===== src/rtl/stack_cpu_pkg.sv =====
// Shared types for the memory arbiter: FSM state encoding and default bus widths.
package stack_cpu_pkg;

  localparam int AW_DEF = 5;
  localparam int DW_DEF = 8;

  typedef enum logic [1:0] {
    IDLE   = 2'd0,
    ACCESS = 2'd1,
    RESP   = 2'd2
  } arb_state_t;

endpackage


===== src/rtl/rr_pick2.sv =====
// Two-way round-robin pick, purely combinational; a lone requester always wins,
// a tie goes to the port that did not win last time (last: 0 = port 0, 1 = port 1).
module rr_pick2 (
  input  logic       req0,
  input  logic       req1,
  input  logic       last,
  output logic [1:0] win
);

  assign win[0] = req0 & (~req1 | last);
  assign win[1] = req1 & (~req0 | ~last);

endmodule


===== src/rtl/mem_arbiter.sv =====
// Arbitrates two requesters onto one shared memory: IDLE -> ACCESS x MEM_LAT -> RESP,
// so ack arrives MEM_LAT+1 cycles after the request; requesters wait by holding req until ack.
module mem_arbiter
  import stack_cpu_pkg::*;
#(
  parameter int AW      = AW_DEF,
  parameter int DW      = DW_DEF,
  parameter int MEM_LAT = 1
) (
  input  logic          clk,
  input  logic          rst,
  input  logic          req0,
  input  logic          req1,
  input  logic          we0,
  input  logic          we1,
  input  logic [AW-1:0] adr0,
  input  logic [AW-1:0] adr1,
  input  logic [DW-1:0] wdata0,
  input  logic [DW-1:0] wdata1,
  output logic          ack0,
  output logic          ack1,
  output logic [DW-1:0] rdata,
  output logic [1:0]    gnt,
  output logic          busy,
  output logic [AW-1:0] mem_adr,
  output logic [DW-1:0] mem_wdata,
  output logic          mem_we,
  input  logic [DW-1:0] mem_rdata
);

  localparam logic [2:0] LAT_M1 = 3'(MEM_LAT - 1);

  arb_state_t    r_state;
  logic [2:0]    r_cnt;
  logic          r_last;
  logic [1:0]    r_gnt;
  logic          r_ack0;
  logic          r_ack1;
  logic [DW-1:0] r_rdata;
  logic [AW-1:0] r_adr;
  logic [DW-1:0] r_wdata;
  logic          r_we;
  logic          r_first;
  logic [1:0]    w_win;

  rr_pick2 u_pick (
    .req0 (req0),
    .req1 (req1),
    .last (r_last),
    .win  (w_win)
  );

  always_ff @(posedge clk or negedge rst) begin
    if (!rst) begin
      r_state <= IDLE;
      r_cnt   <= 3'd0;
      r_last  <= 1'b1;
      r_gnt   <= 2'b00;
      r_ack0  <= 1'b0;
      r_ack1  <= 1'b0;
      r_rdata <= '0;
      r_adr   <= '0;
      r_wdata <= '0;
      r_we    <= 1'b0;
      r_first <= 1'b0;
    end else begin
      r_ack0  <= 1'b0;
      r_ack1  <= 1'b0;
      r_first <= 1'b0;
      case (r_state)
        IDLE: begin
          if (w_win != 2'b00) begin
            r_gnt   <= w_win;
            r_last  <= w_win[1];
            r_adr   <= w_win[1] ? adr1 : adr0;
            r_wdata <= w_win[1] ? wdata1 : wdata0;
            r_we    <= w_win[1] ? we1 : we0;
            r_first <= 1'b1;
            r_cnt   <= 3'd0;
            r_state <= ACCESS;
          end
        end
        ACCESS: begin
          r_cnt <= r_cnt + 3'd1;
          // Read data is captured on the same edge that leaves ACCESS, so rdata is valid with ack.
          if (r_cnt == LAT_M1) begin
            r_rdata <= mem_rdata;
            r_ack0  <= r_gnt[0];
            r_ack1  <= r_gnt[1];
            r_state <= RESP;
          end
        end
        RESP: begin
          r_gnt   <= 2'b00;
          r_state <= IDLE;
        end
        default: r_state <= IDLE;
      endcase
    end
  end

  assign ack0      = r_ack0;
  assign ack1      = r_ack1;
  assign rdata     = r_rdata;
  assign gnt       = r_gnt;
  assign busy      = (r_state != IDLE);
  assign mem_adr   = r_adr;
  assign mem_wdata = r_wdata;
  assign mem_we    = r_first & r_we;

endmodule


===== config.mk =====
export PLATFORM = sky130hd
export DESIGN_NAME = mem_arbiter
export DESIGN_NICKNAME = d
export VERILOG_FILES = /design/src/rtl/stack_cpu_pkg.sv /design/src/rtl/rr_pick2.sv /design/src/rtl/mem_arbiter.sv
export SDC_FILE = /design/constraint.sdc
export NUM_CORES = 1
export LEC_CHECK = 0
export ABC_AREA = 1
export CORE_ASPECT_RATIO = 1.25
export CORE_UTILIZATION = 24
export CTS_BUF_LIST = sky130_fd_sc_hd__clkbuf_4
export DETAILED_ROUTE_END_ITERATION = 16
export GPL_ROUTABILITY_DRIVEN = 0
export HOLD_SLACK_MARGIN = 0.03
export PLACE_DENSITY = 0.46
export SLEW_MARGIN = 20
export SYNTH_ARGS = -nofsm -noshare
export SYNTH_HDL_FRONTEND = slang
export SYNTH_HIERARCHICAL = 1
export SYNTH_SLANG_ARGS = --single-unit

===== constraint.sdc =====
create_clock -name clk -period 4.5 [get_ports clk]
set_clock_uncertainty 0.15 [all_clocks]
set_input_delay 0.9 -clock clk [delete_from_list [all_inputs] [get_ports clk]]
set_output_delay 0.9 -clock clk [all_outputs]
set_load 0.02 [all_outputs]

==> metrics.cfg <==
[finish]
fillers=683
layout_commonest_cell=nand2_1
multi_input_area_sq_um=647
fin_nets=308
area_delta_synth_final_pct=46.9
drive_above_1_share_pct=11.2
finalNonFillerCells=352
final_cell_mix=nand2_1 (116), clkdlybuf4s50_1 (65), dfrtp_1 (32)
seq_area_sq_um=827
antennaDiodeCount=0

[route]
wl_per_cell_um=10.5
viasPerCell=3.89
drc_errors=0
ant_nets=0
vias=1371
drtPass1Iterations=4
wirelength_mm=3.68
drt-initial-drc-count=39

[global_route]
grt_max_degree=34
grt_pass1_vias=1392
globalRouteOverflowTotal=0
grt_usage_pct=11.8
antenna_found_initial=0
grt_pass1_wl_mm=6.23

[clock_tree]
cts_tree=built
post_cts_buffers=0
clk_latency_ns=0.33
clk_pin_slew_worst_paths_ns=0.10
cts_hold_buf=0
cts.root.buffer_cell=clkbuf_4
cts_resized=0
cts_buffer_depth=2
cts.htree.levels=2
cts_sinks=33
cts_inserted_buffers=5

[critical_path]
critical_path_class=in -> reg
cp.required_ns=4.62
critPathMaxStageDelay_ns=0.65
r2r-start=r_last$_DFFE_PN1P_
crit_arrival_ns=2.87
critPathMaxFanout=21
crit_path_start_kind=input pin
worst_path_max_delay_cell=a21boi_2
worstPathCellList=clkdlybuf4s50_1, a21boi_2, inv_4, nand2_2, nand2_4, inv_6, nand2_1, nand2_1
cp-startpoint=req1
cp_common_cell=nand2_1
end_kind=flip-flop

[synthesis]
yosys_warnings=6
netlist_instances=199
synth.distinct_cells=21
syn_nets=241
synth_seq_cells=33
synth_area_per_cell_sq_um=8.02
synth.yosys.seq_area_share_pct=51.8
syn_area_sq_um=1600

[sta]
rsz0062_at_grt=no
period_needed_ns=2.75
period_share_pct=61.1
setup_viol=0
max_clock_freq_ghz=0.363
setup-tns-final_ns=0
slew_headroom_pct=46.7
hold_viol=0
drv_slew=0
tightestPinTransition_ns=0.795

[floorplanning]
io_pins=67
initial_core_util_pct=25.4
die_x_um=75.0
fp.dieArea_sq_um=6980
num_rows=32
coreArea_sq_um=6290
die_h_um=93.2

[hold_path]
hold_path.startpoint=rdata[0]$_DFFE_PN0P_
hp-class=reg -> reg

[placed_design]
dp_cells=344
hpwl_mm=2.66
port_buffers=66

[run]
drv_cap=0

[pwr]
ir_drop_mv=0.197
p_per_area_nw_per_um2=618
p_leak_uw=0.00119

[run_status]
status=finished clean

## sequential cells by signal, indices dropped and copies added, names as in the netlist
register,count
r_we,1
r_state,2
gnt,2
r_last,1
mem_adr,5
r_first,1
ack1,1
r_cnt,3
mem_wdata,8
ack0,1
rdata,8
## where the power goes
group / internal, uW / switching, uW / total (uW)
registers: 435 / 84.5 / 520
clock network: 56.5 / 97.3 / 154
logic: 334 / 441 / 776
total: 826 / 623 / 1450
## through the flow
stage / total power, uW / worst slack, ns / hold slack (ns) / util, % / cell area (sq um)
global placement: 1320 / 1.38 / 0.305 / 36.5 / 2300
CTS: 1480 / 1.69 / 0.336 / 37.3 / 2350
finish: 1450 / 1.75 / 0.327 / 37.3 / 2350
global route: 1580 / 1.58 / 0.351 / 37.3 / 2350
detailed placement: 1320 / 1.33 / 0.309 / 36.5 / 2300
floorplan: 1010 / 2.62 / 0.299 / - / 1600
## worst max-delay path, delay by kind of cell
| family | cells | cell delay (ns) |
|---|---|---|
| compound gates | 1 | 0.65 |
| buf+inv | 3 | 0.89 |
| simple gates | 4 | 0.42 |
## synth_stat cells, drive strengths merged
cell type,instances,area [sq um]
a21boi,1,11.3
a21oi,1,8.76
buf,6,62.6
dfrtp,32,801
dfstp,1,26.3
ha,2,25.0
inv,14,60.1
nand2,129,527
nand3,6,30.0
nor2,5,33.8
o21ai,1,5.00
or2,1,6.26
## layout make-up
type	count	share of cell area (%)
Inverter	14	2.56
Timing Repair Buffer	66	27.9
Clock buffer	5	1.60
Tap cell	85	4.53
Clock inverter	3	0.533
Multi-Input combinational cell	146	27.6
Sequential cell	33	35.3
## cells by family (layout without fill, tap and decap cells)
| logic type | after synthesis | after routing | synth area share (%) |
|---|---|---|---|
| AOI/OAI and AO/OA | 3 | 3 | 1.57 |
| adders and majority gates | 2 | 2 | 1.57 |
| buffers and inverters | 20 | 88 | 7.68 |
| DFF | 33 | 33 | 51.8 |
| and+or+nand+nor | 141 | 141 | 37.4 |
## layer usage
metal / vias up / GRT usage (%) / wire (um)
li1: 728 / - / -
met1: 592 / 13.3 / 1590
met2: 46 / 20.9 / 1820
met3: 5 / 3.56 / 236
met4: 0 / 3.77 / 37
met5: - / 0 / 0
## worst paths after layout
check / endpoint / slack [ns] / depth (start not counted)
max reg2reg: mem_wdata[1]$_DFFE_PN0P_ / 2.42 / 7
min in group asynchronous: gnt[1]$_DFFE_PN0P_ / 0.47 / 1
min reg2reg: rdata[0]$_DFFE_PN0P_ / 0.33 / 2
min: rdata[0]$_DFFE_PN0P_ / 0.33 / 2
max in group asynchronous: mem_wdata[6]$_DFFE_PN0P_ / 3.25 / 1
max: mem_wdata[1]$_DFFE_PN0P_ / 1.75 / 8
Power figures use the tool's default switching activity.
